[config.mk]
export PLATFORM = sky130hd
export DESIGN_NAME = mem_arbiter
export DESIGN_NICKNAME = d
export VERILOG_FILES = /design/src/rtl/mem_arbiter.sv
export SDC_FILE = /design/constraint.sdc
export NUM_CORES = 1
export LEC_CHECK = 0
export ABC_AREA = 1
export ABC_CLOCK_PERIOD_IN_PS = 1850
export CORE_MARGIN = 3
export CORE_UTILIZATION = 35
export CTS_CLUSTER_DIAMETER = 40
export CTS_CLUSTER_SIZE = 8
export DETAILED_ROUTE_END_ITERATION = 8
export PLACE_DENSITY = 0.79
export SETUP_SLACK_MARGIN = 0.5
export SLEW_MARGIN = 20
export SYNTH_ARGS = -nofsm -noshare
export SYNTH_HDL_FRONTEND = slang
export SYNTH_SLANG_ARGS = --single-unit
[constraint.sdc]
create_clock -name clk -period 1.85 [get_ports clk]
set_clock_uncertainty 0.2 [all_clocks]
set_input_delay 0.37 -clock clk [delete_from_list [all_inputs] [get_ports clk]]
set_output_delay 0.37 -clock clk [all_outputs]
set_load 0.05 [all_outputs]
[src/rtl/mem_arbiter.sv]
// mem_arbiter: serialises I-cache and D-cache requests onto a single memory port.
// Optional ARB_ROUND_ROBIN_EN alternates contention winners; otherwise D has fixed priority.
`default_nettype none

module mem_arbiter #(
  parameter int CNT_W = 32
) (
  input  logic             clk,
  input  logic             clrn,
  // I-cache side
  input  logic [31:0]      i_a,
  input  logic             i_strobe,
  output logic [31:0]      i_dout,
  output logic             i_ready,
  // D-cache side
  input  logic [31:0]      d_a,
  input  logic [31:0]      d_din,
  input  logic             d_rw,
  input  logic             d_strobe,
  output logic [31:0]      d_dout,
  output logic             d_ready,
  // memory side
  output logic [31:0]      mem_a,
  output logic [31:0]      mem_din,
  output logic             mem_rw,
  output logic             mem_strobe,
  input  logic [31:0]      mem_dout,
  input  logic             mem_ready,
  // performance counters
  output logic [CNT_W-1:0] i_cnt,
  output logic [CNT_W-1:0] d_cnt
);

  typedef enum logic [1:0] {
    IDLE  = 2'd0,
    GNT_I = 2'd1,
    GNT_D = 2'd2
  } state_t;

  localparam logic [CNT_W-1:0] CNT_ONE = {{(CNT_W-1){1'b0}}, 1'b1};
  localparam logic [CNT_W-1:0] CNT_MAX = {CNT_W{1'b1}};

  state_t           state_q, state_d;
  logic [CNT_W-1:0] i_cnt_q, i_cnt_d;
  logic [CNT_W-1:0] d_cnt_q, d_cnt_d;
  logic             gnt_i_w, gnt_d_w;
  logic             pick_d_w;

`ifdef ARB_ROUND_ROBIN_EN
  // last_q: 0 = I-cache was granted last, 1 = D-cache was granted last
  logic last_q, last_d;

  always_comb begin
    pick_d_w = d_strobe & (~i_strobe | ~last_q);
  end
`else
  always_comb begin
    pick_d_w = d_strobe;
  end
`endif

  assign gnt_i_w = (state_q == GNT_I);
  assign gnt_d_w = (state_q == GNT_D);

  // Leaving a grant on either completion or cancellation keeps one IDLE
  // arbitration cycle between every pair of transfers.
  always_comb begin
    state_d = state_q;
    unique case (state_q)
      IDLE: begin
        if (pick_d_w) begin
          state_d = GNT_D;
        end else if (i_strobe) begin
          state_d = GNT_I;
        end else begin
          state_d = IDLE;
        end
      end
      GNT_I: begin
        if (!i_strobe || mem_ready) begin
          state_d = IDLE;
        end
      end
      GNT_D: begin
        if (!d_strobe || mem_ready) begin
          state_d = IDLE;
        end
      end
      default: state_d = IDLE;
    endcase
  end

`ifdef ARB_ROUND_ROBIN_EN
  always_comb begin
    last_d = last_q;
    if (state_q == IDLE) begin
      if (pick_d_w) begin
        last_d = 1'b1;
      end else if (i_strobe) begin
        last_d = 1'b0;
      end
    end
  end
`endif

  // Memory bus and cache responses are decoded from the registered grant so
  // that mem_ready/mem_dout reach the owning cache within the same cycle.
  always_comb begin
    mem_strobe = (gnt_i_w & i_strobe) | (gnt_d_w & d_strobe);
    mem_rw     = gnt_d_w & d_rw;
    mem_din    = gnt_d_w ? d_din : 32'h0;
    if (gnt_i_w) begin
      mem_a = i_a;
    end else if (gnt_d_w) begin
      mem_a = d_a;
    end else begin
      mem_a = 32'h0;
    end

    i_ready = gnt_i_w & i_strobe & mem_ready;
    d_ready = gnt_d_w & d_strobe & mem_ready;
    i_dout  = gnt_i_w ? mem_dout : 32'h0;
    d_dout  = gnt_d_w ? mem_dout : 32'h0;
  end

  always_comb begin
    i_cnt_d = i_cnt_q;
    d_cnt_d = d_cnt_q;
    if (i_ready && (i_cnt_q != CNT_MAX)) begin
      i_cnt_d = i_cnt_q + CNT_ONE;
    end
    if (d_ready && (d_cnt_q != CNT_MAX)) begin
      d_cnt_d = d_cnt_q + CNT_ONE;
    end
  end

  always_ff @(posedge clk or negedge clrn) begin
    if (!clrn) begin
      state_q <= IDLE;
      i_cnt_q <= '0;
      d_cnt_q <= '0;
`ifdef ARB_ROUND_ROBIN_EN
      last_q  <= 1'b0;
`endif
    end else begin
      state_q <= state_d;
      i_cnt_q <= i_cnt_d;
      d_cnt_q <= d_cnt_d;
`ifdef ARB_ROUND_ROBIN_EN
      last_q  <= last_d;
`endif
    end
  end

  assign i_cnt = i_cnt_q;
  assign d_cnt = d_cnt_q;

endmodule

`default_nettype wire

==> load_flow_metrics.sql, run 1 <==
INSERT INTO impl_metrics (metric_group, metric, value, unit) VALUES
('timing', 'grt-worst-endpoint', 'mem_din[10]', ''),
('place', 'place.detailed.instances', '1574', ''),
('status', 'status', 'stopped before the end', ''),
('place', 'post-place-ws', '-0.363', 'ns'),
('synth', 'netlist-cell-type-count', '32', ''),
('status', 'outcome.stop_stage', 'global routing', ''),
('synth', 'synthesis.instances', '966', ''),
('floorplan', 'initial_utilization', '35.9', '%'),
('clock_tree', 'clock_path_buffers', '2', ''),
('floorplan', 'boundaryPins', '330', ''),
('global_routing', 'maximum_number_of_pins_on_one_net_before_global_route_repair', '67', ''),
('floorplan', 'dieHeight', '131', 'um'),
('clock_tree', 'clock_sink_count', '66', ''),
('clock_tree', 'clock_root_buffer', 'clkbuf_16', ''),
('synth', 'ys.warnings.count', '0', ''),
('synth', 'synth_sequential_area_ratio', '30.0', '%'),
('synth', 'register_bit_total_from_synthesis', '66', ''),
('status', 'error_line', '[ERROR DPL-0038] Utilization greater than 100%, impossible to legalize', ''),
('place', 'dpl.hpwl', '23200', 'um'),
('clock_tree', 'cts-buffers-inserted', '9', ''),
('place', 'portBuffers', '329', ''),
('synth', 'post_synth_net_total', '1102', ''),
('clock_tree', 'cts.htree.levels', '3', ''),
('floorplan', 'dieWidth', '131', 'um'),
('floorplan', 'placement_rows', '45', ''),
('synth', 'post_synth_instance_area', '5510', 'um^2'),
('synth', 'avgSynthCellArea', '5.70', 'um^2'),
('place', 'place_congestion', '0.966', ''),
('timing', 'worst_endpoint_kind', 'top-level output', '');
## kinds of logic after synthesis
family | count (synthesis) | synth area share [%]
fa+ha+maj | 2 | 0.454
flops | 66 | 30.0
simple gates | 706 | 53.5
compound gates | 10 | 1.02
xor+xnor | 20 | 3.18
buf+inv | 162 | 11.9
## synth_stat cells, drive strengths merged
master    n  share of area, %
a211oi    1              0.14
a21oi     1             0.091
and2      2              0.23
buf      14               1.7
clkbuf   17               1.2
dfrtp    66                30
ha        2              0.45
inv     131               9.0
nand2   389                27
nand3    76               6.9
nand3b   11               1.5
nand4    15               1.8
nor2    204                15
nor3      9               1.1
o21ai     6              0.55
o22ai     1              0.11
o31ai     1              0.14
xnor2    12               1.9
xor2      8               1.3
## through the flow
step / cell area (um^2) / util (%)
floorplan: 7220 / -
global placement: 12400 / 80.8
detailed placement: 12400 / 80.8
CTS: 14400 / 93.9
## what timing repair did
item,CTS
setup buffers,78
gates cloned,2
setup endpoints to repair,261
hold buffers,1
resized for setup,266
endpoints found under the hold margin,66
pin swaps,31
==> run 2, diff against run 1 <==
- ABC_CLOCK_PERIOD_IN_PS: 1850 -> 2400
- CORE_AREA: default -> 3 3 127 129
- CORE_MARGIN: 3 -> default
- CORE_UTILIZATION: 35 -> default
- CTS_CLUSTER_DIAMETER: 40 -> default
- CTS_CLUSTER_SIZE: 8 -> default
- DIE_AREA: default -> 0 0 130 132
- PLACE_DENSITY: 0.79 -> default
- PLACE_DENSITY_LB_ADDON: default -> 0.15
- SETUP_SLACK_MARGIN: 0.5 -> default
- clock period: 1.85 -> 2.4 ns (I/O delays scaled with it)
==> load_flow_metrics.sql, run 2 <==
INSERT INTO impl_metrics (metric_group, metric, value, unit) VALUES
('timing', 'finalSetupTns', '0', 'ns'),
('detailed_routing', 'routed_vias_inst', '4.81', ''),
('detailed_routing', 'vias', '7165', ''),
('synth', 'ys.warnings.count', '0', ''),
('clock_tree', 'clk_latency', '0.34', 'ns'),
('worst_setup_path', 'cp_top_family', 'buffers and inverters', ''),
('clock_tree', 'clock_sink_count', '66', ''),
('synth', 'register_bit_total_from_synthesis', '66', ''),
('min_path', 'worst_hold_stages', '1', ''),
('place', 'portBuffers', '329', ''),
('timing', 'achievable-frequency', '421', 'MHz'),
('timing', 'worst_pin_slew', '0.553', 'ns'),
('global_routing', 'vias_in_the_first_global_route', '6487', ''),
('detailed_routing', 'avgRoutedWirePerCell', '16.9', 'um'),
('synth', 'synth_async_sr_flop_share', '100', '%'),
('floorplan', 'dieWidth', '130', 'um'),
('worst_setup_path', 'crit_path_max_fanout', '5', ''),
('worst_setup_path', 'crit_chain', 'clkdlybuf4s50_1', ''),
('synth', 'top_ff_cell_synth', 'dfrtp_1', ''),
('detailed_routing', 'starting_drc_count_in_detailed_routing', '572', ''),
('timing', 'worst_slack', '0.0260', 'ns'),
('worst_setup_path', 'critical_path.n_buffers_inverters', '1', ''),
('floorplan', 'die_area', '17200', 'um^2'),
('timing', 'setup_repair_after_global_routing_missed_its_margin', 'no', ''),
('job', 'drv.max_cap_violation_count', '0', ''),
('worst_setup_path', 'critical_setup_path_class', 'register to output pin', ''),
('clock_tree', 'postCtsSetupRepairBufs', '0', ''),
('worst_setup_path', 'start_kind', 'register', ''),
('worst_setup_path', 'worstPathArrival', '1.69', 'ns'),
('timing', 'post-route-period-util', '98.9', '%'),
('detailed_routing', 'finalWirelength', '25200', 'um'),
('finish', 'num-nets-final', '1433', ''),
('finish', 'final_cell_mix', '380 x nand2_1, 193 x nor2_1, 188 x clkdlybuf4s50_1', ''),
('worst_setup_path', 'critPathCaptureType', 'output pin', ''),
('floorplan', 'core', '15100', 'um^2'),
('floorplan', 'boundaryPins', '330', ''),
('finish', 'layout-drive-gt1-share', '16.1', '%'),
('place', 'post-place-ws', '0.0243', 'ns'),
('global_routing', 'grt_first_pass_wirelength', '37500', 'um'),
('status', 'status', 'finished clean', ''),
('floorplan', 'initial_utilization', '36.3', '%'),
('floorplan', 'placement_rows', '45', ''),
('synth', 'synthesis.instances', '966', ''),
('finish', 'most_common_cell_after_layout_fill_and_taps_aside', 'nand2_1', ''),
('clock_tree', 'tritoncts', 'done', ''),
('pwr', 'power.ir.vdd_worst', '0.369', 'mV'),
('floorplan', 'dieHeight', '132', 'um'),
('synth', 'synth_top_area_share', '30.0', '%'),
('finish', 'stdcell_area', '9910', 'um^2'),
('place', 'place_congestion', '0.959', ''),
('finish', 'layout-area-overhead-vs-synth', '80.0', '%'),
('synth', 'synth_edf_count', '0', ''),
('timing', 'worst_slew_margin_rel', '63.0', '%'),
('worst_setup_path', 'timing.critical_path.slowest_cell_delay', '0.86', 'ns'),
('synth', 'synthTopCellsByCount', '382 x nand2_1, 194 x nor2_1, 125 x inv_1, 76 x nand3_1, 66 x dfrtp_1', ''),
('timing', 'setup-violations-final', '0', ''),
('timing', 'hold_fails_final_rpt', '0', ''),
('worst_setup_path', 'cp_num_cells', '1', ''),
('worst_setup_path', 'cp_data_required_time', '1.72', 'ns'),
('synth', 'post_synth_net_total', '1102', ''),
('pwr', 'pwr_density_cell', '443', 'nW/um^2'),
('detailed_routing', 'pre_antenna_drt_iters', '7', ''),
('worst_setup_path', 'worst_r2r_path_depth', '9', ''),
('synth', 'avgSynthCellArea', '5.70', 'um^2'),
('synth', 'netlist-cell-type-count', '32', ''),
('detailed_routing', 'drc', '0', ''),
('synth', 'post_synth_instance_area', '5510', 'um^2'),
('global_routing', 'grt_overflow_total', '0', ''),
('synth', 'synth_sequential_area_ratio', '30.0', '%'),
('place', 'dpl.hpwl', '20500', 'um'),
('clock_tree', 'clock_root_buffer', 'clkbuf_16', ''),
('detailed_routing', 'ant_nets', '0', ''),
('finish', 'final_core_util', '65.4', '%'),
('clock_tree', 'clk_pin_slew_worst_paths', '0.06', 'ns'),
('place', 'place_area', '9560', 'um^2'),
('global_routing', 'maximum_number_of_pins_on_one_net_before_global_route_repair', '66', ''),
('pwr', 'power.static_leakage', '0.00481', 'uW'),
('timing', 'period_minus_slack', '2.37', 'ns'),
('clock_tree', 'cts-buffers-inserted', '9', ''),
('min_path', 'min_path_type', 'register to register', ''),
('global_routing', 'antenna_violations_before_repair', '2', ''),
('synth', 'synth_most_common_cell', 'nand2_1', ''),
('clock_tree', 'cts.htree.levels', '3', ''),
('clock_tree', 'clock_path_buffers', '2', ''),
('worst_setup_path', 'crit_slowest_cell', 'clkdlybuf4s50_1', ''),
('synth', 'synth_area_leader_cell', 'dfrtp_1', ''),
('global_routing', 'grt_usage', '28.1', '%'),
('timing', 'number_of_max_slew_violations_in_the_final_report', '0', ''),
('synth', 'yosys-top-cells-area', 'dfrtp_1 30%, nand2_1 26%, nor2_1 13%, inv_1 8.5%, nand3_1 6.9%', '');
## run 2: cell counts after synthesis
No cell type changed its count.
## run 2: what timing repair did
| action | in CTS | in global routing |
|---|---|---|
| endpoints found under the setup margin | 18 | 37 |
| endpoints found under the hold margin | 15 | 0 |
| hold buffers | 1 | 0 |
| resized for setup | 3 | 14 |
## run 2: final timing paths
kind	startpoint	end	slack, ns
worst min register to register	state_q[0]	state_q[1]	0.34
max in group asynchronous	clrn	i_cnt[8]	0.95
worst min-delay path	state_q[0]	state_q[1]	0.34
worst max-delay path	i_cnt[10]	i_cnt[10]	0.03
worst max register to register	d_cnt[0]	d_cnt[2]	0.28
min in group asynchronous	clrn	i_cnt[30]	0.43
## run 2: where the power goes
part           switching, uW  internal, uW
clock network            531           703
logic                   1160           766
registers               73.1          1160
total                   1760          2630
## run 2: cell families (layout without fill, tap and decap cells)
| logic type | after synthesis | after routing | share of synthesized area, % |
|---|---|---|---|
| adders and majority gates | 2 | 2 | 0.454 |
| AOI/OAI and AO/OA | 10 | 10 | 1.02 |
| other | 0 | 1 | 0 |
| xor gates and xnor gates | 20 | 20 | 3.18 |
| DFF | 66 | 66 | 30.0 |
| and+or+nand+nor | 706 | 706 | 53.5 |
| buffers and inverters | 162 | 498 | 11.9 |
## run 2: through the flow
step,hold slack (ns),cells,power [uW]
CTS,0.325,1490,4400
detailed placement,0.251,1473,3160
floorplan,-0.0156,966,2220
global route,0.368,1490,4540
global placement,0.237,1473,3150
finish,0.344,1491,4390
## run 2: routing by layer
metal  up-vias  global-route usage, %  part of all wire (%)
li1       3574                      -                     -
met1      3251                   39.4                    44
met2       308                   43.8                    45
met3        30                   5.96                   8.6
met4         2                   7.62                   2.0
met5         -                      0                 0.075
## run 2: final cells by class
| class | instances | area (um^2) |
|---|---|---|
| clock buffer | 9 | 225 |
| timing repair buffer | 351 | 4030 |
| sequential | 66 | 1650 |
| tap | 188 | 235 |
| multi-input combinational | 738 | 3220 |
| clock inverter | 7 | 53.8 |
| inverter | 131 | 494 |
| antenna | 1 | 2.50 |
| fill | 1391 | 5240 |
No activity file was read; power rests on OpenSTA's default activity.
